**src/rtl/mux8_arb_pkg.sv**
```systemverilog
// Shared types and sizes for the 8-way round-robin mux arbiter.
package mux8_arb_pkg;
    localparam int N_REQ  = 8;
    localparam int SEL_W  = 3;
    localparam int HOLD_W = 8;

    typedef enum logic {
        IDLE  = 1'b0,
        GRANT = 1'b1
    } arb_state_e;
endpackage

```
**src/rtl/mux8_arbiter_if.sv**
```systemverilog
// Request/grant bundle between the sources/consumer side (master) and the arbiter (slave).
interface mux8_arbiter_if;
    import mux8_arb_pkg::*;

    logic [N_REQ-1:0] req;
    logic             out_ready;
    logic [N_REQ-1:0] grant;
    logic [SEL_W-1:0] SelMux8;
    logic             out_valid;

    modport master (
        output req,
        output out_ready,
        input  grant,
        input  SelMux8,
        input  out_valid
    );

    modport slave (
        input  req,
        input  out_ready,
        output grant,
        output SelMux8,
        output out_valid
    );
endinterface

```
**src/rtl/mux8_arbiter_rr_pick.sv**
```systemverilog
// Combinational round-robin picker: first unmasked request at ptr, ptr+1, ... modulo 8.
module rr_pick
    import mux8_arb_pkg::*;
(
    input  logic [N_REQ-1:0] req,
    input  logic [SEL_W-1:0] ptr,
    input  logic [N_REQ-1:0] mask,
    output logic             found,
    output logic [SEL_W-1:0] idx
);
    logic [N_REQ-1:0] w_cand;
    logic [SEL_W-1:0] w_j;

    assign w_cand = req & ~mask;

    // Scan from the farthest offset down so the nearest candidate to ptr wins.
    always_comb begin
        found = 1'b0;
        idx   = '0;
        w_j   = '0;
        for (int i = N_REQ - 1; i >= 0; i--) begin
            w_j = ptr + i[SEL_W-1:0];
            if (w_cand[w_j]) begin
                found = 1'b1;
                idx   = w_j;
            end
        end
    end
endmodule

```
**src/rtl/mux8_arbiter.sv**
```systemverilog
// Round-robin arbiter driving the select of an 8-input mux, with a per-grant transfer cap.
module mux8_arbiter
    import mux8_arb_pkg::*;
#(
    parameter int MAX_HOLD = 4
) (
    input  logic           clk,
    input  logic           reset,
    mux8_arbiter_if.slave  bus
);
    arb_state_e        r_state, w_state_n;
    logic [SEL_W-1:0]  r_sel, w_sel_n;
    logic [SEL_W-1:0]  r_rr_ptr, w_rr_ptr_n;
    logic [HOLD_W-1:0] r_hold_cnt, w_hold_cnt_n;

    logic [N_REQ-1:0]  w_owner_oh;
    logic              w_others;
    logic              w_xfer;
    logic [HOLD_W-1:0] w_cnt_inc;
    logic              w_at_max;
    logic              w_release;
    logic [SEL_W-1:0]  w_pick_ptr;
    logic [N_REQ-1:0]  w_pick_mask;
    logic              w_found;
    logic [SEL_W-1:0]  w_idx;

    assign w_owner_oh = N_REQ'(1) << r_sel;
    assign w_others   = |(bus.req & ~w_owner_oh);
    assign w_xfer     = (r_state == GRANT) && bus.out_ready;
    assign w_cnt_inc  = r_hold_cnt + {{(HOLD_W-1){1'b0}}, w_xfer};
    assign w_at_max   = w_xfer && (w_cnt_inc == HOLD_W'(MAX_HOLD));
    // An owner drop coinciding with the cap is still a single release.
    assign w_release  = (r_state == GRANT) &&
                        (!bus.req[r_sel] || (w_at_max && w_others));

    // On release the search starts just past the owner and skips it.
    assign w_pick_ptr  = w_release ? r_sel + SEL_W'(1) : r_rr_ptr;
    assign w_pick_mask = w_release ? w_owner_oh : '0;

    rr_pick u_pick (
        .req   (bus.req),
        .ptr   (w_pick_ptr),
        .mask  (w_pick_mask),
        .found (w_found),
        .idx   (w_idx)
    );

    always_comb begin
        w_state_n    = r_state;
        w_sel_n      = r_sel;
        w_rr_ptr_n   = r_rr_ptr;
        w_hold_cnt_n = r_hold_cnt;
        case (r_state)
            IDLE: begin
                if (w_found) begin
                    w_state_n    = GRANT;
                    w_sel_n      = w_idx;
                    w_hold_cnt_n = '0;
                end
            end
            GRANT: begin
                if (w_release) begin
                    w_rr_ptr_n   = r_sel + SEL_W'(1);
                    w_hold_cnt_n = '0;
                    if (w_found) w_sel_n   = w_idx;
                    else         w_state_n = IDLE;
                end else if (w_at_max) begin
                    w_hold_cnt_n = '0;
                end else begin
                    w_hold_cnt_n = w_cnt_inc;
                end
            end
            default: w_state_n = IDLE;
        endcase
    end

    always_ff @(posedge clk) begin
        if (reset) begin
            r_state    <= IDLE;
            r_sel      <= '0;
            r_rr_ptr   <= '0;
            r_hold_cnt <= '0;
        end else begin
            r_state    <= w_state_n;
            r_sel      <= w_sel_n;
            r_rr_ptr   <= w_rr_ptr_n;
            r_hold_cnt <= w_hold_cnt_n;
        end
    end

    assign bus.out_valid = (r_state == GRANT);
    assign bus.grant     = (r_state == GRANT) ? w_owner_oh : '0;
    assign bus.SelMux8   = r_sel;
endmodule

```
**src/flat_wrapper.sv**
```systemverilog
// flat-port wrapper written by rule: the top's interface ports become plain ports
module mux8_arbiter_flat import mux8_arb_pkg::*;
#(
    parameter int MAX_HOLD = 4
)
  (clk, reset, bus_req, bus_out_ready, bus_grant, bus_SelMux8, bus_out_valid);
  mux8_arbiter_if bus_i ();
  input  logic clk;
  input  logic reset;
  input wire logic [$bits(bus_i.req)-1:0] bus_req;
  input wire logic [$bits(bus_i.out_ready)-1:0] bus_out_ready;
  output wire logic [$bits(bus_i.grant)-1:0] bus_grant;
  output wire logic [$bits(bus_i.SelMux8)-1:0] bus_SelMux8;
  output wire logic [$bits(bus_i.out_valid)-1:0] bus_out_valid;
  assign bus_i.req = bus_req;
  assign bus_i.out_ready = bus_out_ready;
  assign bus_grant = bus_i.grant;
  assign bus_SelMux8 = bus_i.SelMux8;
  assign bus_out_valid = bus_i.out_valid;
  mux8_arbiter #(.MAX_HOLD(MAX_HOLD)) u_core (.clk(clk), .reset(reset), .bus(bus_i));
endmodule
```
**config.mk**
```make
export PLATFORM = sky130hd
export DESIGN_NAME = mux8_arbiter_flat
export DESIGN_NICKNAME = d
export VERILOG_FILES = /design/src/rtl/mux8_arb_pkg.sv /design/src/rtl/mux8_arbiter_if.sv /design/src/rtl/mux8_arbiter_rr_pick.sv /design/src/rtl/mux8_arbiter.sv /design/src/flat_wrapper.sv
export SDC_FILE = /design/constraint.sdc
export NUM_CORES = 1
export LEC_CHECK = 0
export CELL_PAD_IN_SITES_DETAIL_PLACEMENT = 0
export CELL_PAD_IN_SITES_GLOBAL_PLACEMENT = 1
export CORE_ASPECT_RATIO = 0.6
export CORE_MARGIN = 4
export CORE_UTILIZATION = 47
export DETAILED_ROUTE_END_ITERATION = 16
export PLACE_DENSITY = 0.95
export RECOVER_POWER = 100
export SETUP_SLACK_MARGIN = 0.3
export SLEW_MARGIN = 40
export SYNTH_ARGS = -nofsm -noshare
export SYNTH_HDL_FRONTEND = slang
export SYNTH_SLANG_ARGS = --single-unit
```
**constraint.sdc**
```tcl
create_clock -name clk -period 8.49 [get_ports clk]
set_input_delay 1.2735 -clock clk [delete_from_list [all_inputs] [get_ports clk]]
set_output_delay 1.2735 -clock clk [all_outputs]
set_load 0.01 [all_outputs]
```
Word level (Yosys, flattened, before mapping). Index checks and enable logic that the tools add are counted.

Add/sub/neg operators: 9. Magnitude comparators: 9. Equality and inequality tests: 3. Shift operators: 1. Mux-type cells: 47. Bitwise logic cells: 5. Reduce and logical (&&, ||, !) cells: 7.

Operators by type and width (number): $mux W8 (5); $lt A3 B4 Y1 const B (9); $mux W3 (11); $bmux W1 S3 (9); $mux W1 (19); $and A8 B8 Y8 (2); $not A8 Y8 (2); $pmux W8 S2 (1); $add A3 B3 Y3 const B (4); $add A8 B1 Y8 (1); $eq A8 B3 Y1 const B (1); $reduce_or A8 Y1 (1); $shl A1 B3 Y8 const A (1); $add A3 B1 Y3 const B (2); $add A3 B2 Y3 const B (2); $pmux W3 S2 (1); $logic_and A1 B1 Y1 (4); $ne A2 B2 Y1 const B (2); $pmux W1 S2 (1); $logic_not A1 Y1 (1); $logic_or A1 B1 Y1 (1); $not A1 Y1 (1).

Register bits after elaboration: 15. Input port bits: 11. Output and inout bits: 12. Word-level logic and storage cells: 85.

Logic depth before layout (Yosys ltp).
Word-level depth: 23. Mapped depth: 22. Mapped depth without buffers: 19.

Hierarchy. From an unflattened synthesis, not the netlist that was laid out.

Cells, all modules: 257. Area total of the unflattened synthesis: 2431.1 µm².

By module, submodules not included: rr_pick (times used 1, cells each 119, area an instance 1241.2 µm², seq. area each 0.0 µm²); mux8_arbiter (times used 1, cells each 138, area an instance 1189.9 µm², seq. area each 300.3 µm²).

Worst setup path after synthesis. Ideal clock, no wire load.

Path kind: input to register. Start: in bus_out_ready. End: reg u_core.r_sel[0], in the netlist u_core.bus.SelMux8[0]. Library setup time: 95 ps. Arrival: 5652 ps. Data required time: 8395 ps. Setup slack: 2743 ps. Stages: 21. Buffers on the path: 2. Cell sequence: nand2_1 > inv_1 > ha_1 > ha_1 > or3b_1 > o31ai_1 > nand3_1 > o31a_1 > mux2_2 > buf_2 > inv_1 > ha_1 > clkbuf_1 > inv_1 > xnor2_1 > a221o_1 > o21ai_2 > or3b_4 > o31ai_4 > nor3_1 > a221oi_1.

Word-level cells in the longest chain between the ends: 23. Elaborated cells between the ends (all ways): 54. Those cells by class: add/sub (8); eq/ne (2); mux (37); bitwise (2); reduce/logical (5).

RTL lines: start, declared (RTL line flat_wrapper.sv:11) `input wire logic [$bits(bus_i.out_ready)-1:0] bus_out_ready;`; $logic_and A1 B1 Y1 * (RTL line mux8_arbiter.sv:29) `assign w_xfer = (r_state == GRANT) && bus.out_ready;`; $add A8 B1 Y8 (RTL line mux8_arbiter.sv:30) `assign w_cnt_inc = r_hold_cnt + {{(HOLD_W-1){1'b0}}, w_xfer};`; $eq A8 B3 Y1 (RTL line mux8_arbiter.sv:31) `assign w_at_max = w_xfer && (w_cnt_inc == HOLD_W'(MAX_HOLD));`; $logic_and A1 B1 Y1 * (RTL line mux8_arbiter.sv:31); $logic_and A1 B1 Y1 * (RTL line mux8_arbiter.sv:34) `(!bus.req[r_sel] || (w_at_max && w_others));`; $logic_or A1 B1 Y1 * (RTL line mux8_arbiter.sv:34); $logic_and A1 B1 Y1 * (RTL line mux8_arbiter.sv:33) `assign w_release = (r_state == GRANT) &&`; parallel branches: the longest is 16 deep, another holds $add A3 B3 Y3; end signal, assigned (RTL line mux8_arbiter.sv:85) `r_sel <= w_sel_n;`; end, declared (RTL line mux8_arbiter.sv:12) `logic [SEL_W-1:0] r_sel, w_sel_n;`.

Every way passes the cells marked *. The select of a mux whose other input is x is not followed. A chain may end at the register's enable or synchronous reset.

Worst setup path after layout.
Start: in bus_out_ready. End: reg u_core.r_sel[1], in the netlist u_core.bus.SelMux8[1].

The elaborated chain is that of the path after synthesis.

==> metrics.txt <==
# TYPE chip_impl_metric gauge
chip_impl_metric{name="max_freq",unit="MHz"} 135.9
chip_impl_metric{name="grt-ovfl-total",unit=""} 0
chip_impl_metric{name="maxSlewViolCount",unit=""} 0
chip_impl_metric{name="cts_buffers",unit=""} 3
chip_impl_metric{name="cts_setup_buffers",unit=""} 0
chip_impl_info{name="mostFrequentLayoutCell",value="sky130_fd_sc_hd__nand2_1"} 1
chip_impl_metric{name="holdWs",unit="ps"} 510.7
chip_impl_metric{name="htree_levels",unit=""} 1
chip_impl_metric{name="tns",unit="ps"} 0
chip_impl_metric{name="max_cap_viol_count",unit=""} 0
chip_impl_metric{name="worst-endpoint-arrival",unit="ps"} 7500
chip_impl_metric{name="cts.path.max_buffers",unit=""} 2
chip_impl_metric{name="placed_area",unit="mm²"} 0.002609
chip_impl_metric{name="area_growth",unit="%"} 11.86
chip_impl_metric{name="post_synth_instance_area",unit="mm²"} 0.002364
chip_impl_metric{name="synth-edff-count",unit=""} 0
chip_impl_metric{name="power.leakage",unit="nW"} 1.016
chip_impl_metric{name="initial_core_util",unit=""} 0.5021
chip_impl_metric{name="post_cts.resized_instances",unit=""} 0
chip_impl_metric{name="worst_path_max_fanout",unit=""} 21
chip_impl_metric{name="finClkSkew",unit="ps"} 5.366
chip_impl_info{name="most-common-layout-cells",value="sky130_fd_sc_hd__nand2_1, sky130_fd_sc_hd__nor2_1, sky130_fd_sc_hd__inv_1"} 1
chip_impl_metric{name="core_area",unit="mm²"} 0.004707
chip_impl_metric{name="dp_hpwl",unit="µm"} 6090
chip_impl_metric{name="die_extent_in_y",unit="µm"} 62.93
chip_impl_metric{name="ys_warn_count",unit=""} 0
chip_impl_metric{name="count_of_antenna_violating_nets_left_after_detailed_routing",unit=""} 0
chip_impl_metric{name="route.vias.total",unit=""} 2548
chip_impl_metric{name="postLayoutCoreUtil",unit=""} 0.5617
chip_impl_metric{name="first_global_vias",unit=""} 2158
chip_impl_metric{name="finalWorstPathRequiredPeriod",unit="ps"} 7357
chip_impl_info{name="timing.critical_path.slowest_stage_cell",value="sky130_fd_sc_hd__o21ai_0"} 1
chip_impl_info{name="crit_path_end_kind",value="flop"} 1
chip_impl_metric{name="timing_worst_slew_pin_value",unit="ps"} 1114
chip_impl_metric{name="routed_wire_length_per_instance",unit="µm"} 19.90
chip_impl_metric{name="setup-violations-final",unit=""} 0
chip_impl_metric{name="synthArstFlopShare",unit=""} 0
chip_impl_metric{name="clk_latency",unit="ps"} 260
chip_impl_metric{name="pwr_density_cell",unit="mW/mm²"} 338.0
chip_impl_metric{name="grt_usage",unit=""} 0.2363
chip_impl_metric{name="synth_top_area_frac",unit=""} 0.1271
chip_impl_metric{name="clk_pin_slew",unit="ps"} 70
chip_impl_metric{name="detail_route.wirelength",unit="µm"} 7660
chip_impl_metric{name="critical-path-max-stage-delay",unit="ps"} 620
chip_impl_metric{name="die_w",unit="µm"} 99.55
chip_impl_metric{name="tritoncts_num_sinks",unit=""} 15
chip_impl_metric{name="placement_rows",unit=""} 19
chip_impl_info{name="timing.critical_path.cells",value="clkdlybuf4s50_1, nand2_1, inv_1, ha_1, ha_1, or3b_1, o31ai_1, nand3_1, o31a_1, buf_4, mux2_1, inv_1, ha_1, inv_1, xnor2_1, and2_1, o21ai_0, or3b_1, nor3_1, a211oi_1, o41ai_1"} 1
chip_impl_metric{name="vdd_drop_max",unit="mV"} 0.1642
chip_impl_info{name="rsz0062_at_grt",value="no"} 1
chip_impl_metric{name="die_area",unit="mm²"} 0.006265
chip_impl_metric{name="drive_above_1_share",unit=""} 0.09627
chip_impl_metric{name="report.final.hold_viol_count",unit=""} 0
chip_impl_metric{name="drt_pre_antenna_iters",unit=""} 5
chip_impl_metric{name="final_nets",unit=""} 344
chip_impl_info{name="tritoncts",value="yes"} 1
chip_impl_metric{name="initialDrtViolationCount",unit=""} 407
chip_impl_metric{name="buffer_ports.inserted",unit=""} 22
chip_impl_metric{name="num_antenna_cells",unit=""} 0
chip_impl_metric{name="drt_drc_violations_left",unit=""} 0
chip_impl_metric{name="synth_seq_cells",unit=""} 15
chip_impl_metric{name="synth_fp_nets",unit=""} 328
chip_impl_metric{name="initial_antenna_violation_count",unit=""} 0
chip_impl_info{name="cts_root_buf",value="sky130_fd_sc_hd__clkbuf_8"} 1
chip_impl_metric{name="synth_sequential_area_ratio",unit=""} 0.1271
chip_impl_info{name="worst_hold_path_type",value="flop to flop"} 1
chip_impl_info{name="yosysTopAreaCell",value="sky130_fd_sc_hd__dfxtp_1"} 1
chip_impl_metric{name="ios",unit=""} 23
chip_impl_metric{name="grt_pass1_wl",unit="µm"} 11810
chip_impl_metric{name="count_of_unique_library_cells_instantiated_by_yosys",unit=""} 68
chip_impl_metric{name="design_area",unit="mm²"} 0.002644
chip_impl_metric{name="synthesis.area_per_instance",unit="µm²"} 7.699
chip_impl_metric{name="finalWeightedCongestion",unit=""} 0.9801
chip_impl_info{name="run_status",value="finished clean"} 1
chip_impl_metric{name="via_per_inst",unit=""} 6.618
chip_impl_metric{name="postCtsHoldBufs",unit=""} 0
chip_impl_metric{name="max_slew_headroom",unit=""} 0.2362
chip_impl_info{name="synth.area.top_cells",value="sky130_fd_sc_hd__dfxtp_1, sky130_fd_sc_hd__mux2i_1, sky130_fd_sc_hd__ha_1"} 1
chip_impl_metric{name="rrSetupSlack",unit="ps"} 1930
chip_impl_info{name="criticalPathCategory",value="input port to flop"} 1
chip_impl_metric{name="postSynthCellCount",unit=""} 307
chip_impl_metric{name="worstPathBufferInverterCount",unit=""} 5
chip_impl_info{name="worst_path_dominant_cell_family",value="simple AND/OR/NAND/NOR gates"} 1
chip_impl_metric{name="finalPower",unit="mW"} 0.8937
chip_impl_info{name="timing.critical_path.from_type",value="input port"} 1
chip_impl_metric{name="post-route-period-util",unit=""} 0.8666
chip_impl_metric{name="critPathRequiredTime",unit="ps"} 8630
chip_impl_metric{name="grt_max_degree",unit=""} 22
chip_impl_info{name="most_used_dff_post_synth",value="sky130_fd_sc_hd__dfxtp_1"} 1
[power by group]
part | switching, mW | internal [mW]
clock | 0.0311 | 0.0331
sequential | 0.0249 | 0.0796
combinational | 0.448 | 0.277
total | 0.504 | 0.390
[worst register-to-register path, delay by kind of cell, from the launching register on]
family	cells	cell delay, ps
xor gates and xnor gates	1	200
buffers and inverters	4	960
adders and majority gates	3	1030
and+or+nand+nor	6	1640
DFF	1	600
AOI/OAI and AO/OA	5	1420
muxes	1	590
[layout make-up]
type	count	area, µm²
sequential	15	300.3
multi-input combinational	256	1894
inverter	22	82.58
fill	466	2063
tap	63	78.83
clock inverter	1	7.507
timing repair buffer	25	239.0
clock buffer	3	41.29
[synth_stat cells (2+ instances only)]
cell type,instances
sky130_fd_sc_hd__o21a_1,3
sky130_fd_sc_hd__dfxtp_1,15
sky130_fd_sc_hd__nor2b_1,4
sky130_fd_sc_hd__a21boi_0,2
sky130_fd_sc_hd__a21oi_1,11
sky130_fd_sc_hd__mux2_2,8
sky130_fd_sc_hd__nand4_1,2
sky130_fd_sc_hd__inv_1,21
sky130_fd_sc_hd__o211ai_1,7
sky130_fd_sc_hd__a221oi_2,2
sky130_fd_sc_hd__ha_1,10
sky130_fd_sc_hd__nand3b_1,2
sky130_fd_sc_hd__xnor2_1,4
sky130_fd_sc_hd__buf_2,4
sky130_fd_sc_hd__o221ai_1,6
sky130_fd_sc_hd__a22oi_1,2
sky130_fd_sc_hd__nor2_1,31
sky130_fd_sc_hd__nand2b_1,5
sky130_fd_sc_hd__mux2i_1,20
sky130_fd_sc_hd__o21ai_0,15
sky130_fd_sc_hd__a211oi_1,4
sky130_fd_sc_hd__mux4_2,5
sky130_fd_sc_hd__and2_1,4
sky130_fd_sc_hd__nor3_1,11
sky130_fd_sc_hd__buf_4,2
sky130_fd_sc_hd__o31ai_1,2
sky130_fd_sc_hd__nand2_1,32
sky130_fd_sc_hd__o21ai_1,3
sky130_fd_sc_hd__a221oi_1,4
sky130_fd_sc_hd__a311oi_1,5
sky130_fd_sc_hd__o22ai_1,3
sky130_fd_sc_hd__buf_6,2
sky130_fd_sc_hd__clkbuf_1,6
sky130_fd_sc_hd__nand3_1,11
sky130_fd_sc_hd__or3_1,3
sky130_fd_sc_hd__a31oi_1,4
[per-stage QoR]
step,setup WS [ps],std cells
after floorplan,2743,307
after global placement,1677,381
after detailed placement,1551,381
after global routing,684.2,385
after CTS,1789,385
final,1133,385
[path summary, 6_finish.rpt]
| path | startpoint | end | cells past startpoint |
|---|---|---|---|
| worst min register to register | u_core.r_hold_cnt[7] | u_core.r_hold_cnt[7] | 1 |
| worst max register to register | u_core.bus.out_valid | u_core.bus.SelMux8[1] | 20 |
| worst max-delay path | bus_out_ready | u_core.bus.SelMux8[1] | 21 |
| worst min-delay path | u_core.r_hold_cnt[7] | u_core.r_hold_cnt[7] | 1 |
[cells by family (layout without fill, tap and decap cells)]
kind of cell,Yosys count,count (layout),share of synthesized area
and+or+nand+nor,115,115,0.2504
AOI/OAI and AO/OA,92,92,0.3002
buffers and inverters,36,51,0.06882
muxes,35,35,0.1858
DFF,15,15,0.1271
adders and majority gates,10,10,0.05294
xor gates and xnor gates,4,4,0.01482
[flip-flops by register name, indices dropped and copies added (netlist names)]
signal,cells
u_core.bus.SelMux8,3
u_core.r_hold_cnt,8
u_core.bus.out_valid,1
u_core.r_rr_ptr,3
[per-layer routing]
layer	track usage	part of all wire	wire length [µm]	vias up
met5	0	0	0	-
met4	0.03066	0.0052	40	0
met3	0.09365	0.15	1186	4
met2	0.2776	0.36	2726	182
met1	0.3876	0.48	3707	1157
li1	-	-	-	1205
(Power assumes the default switching activity.)
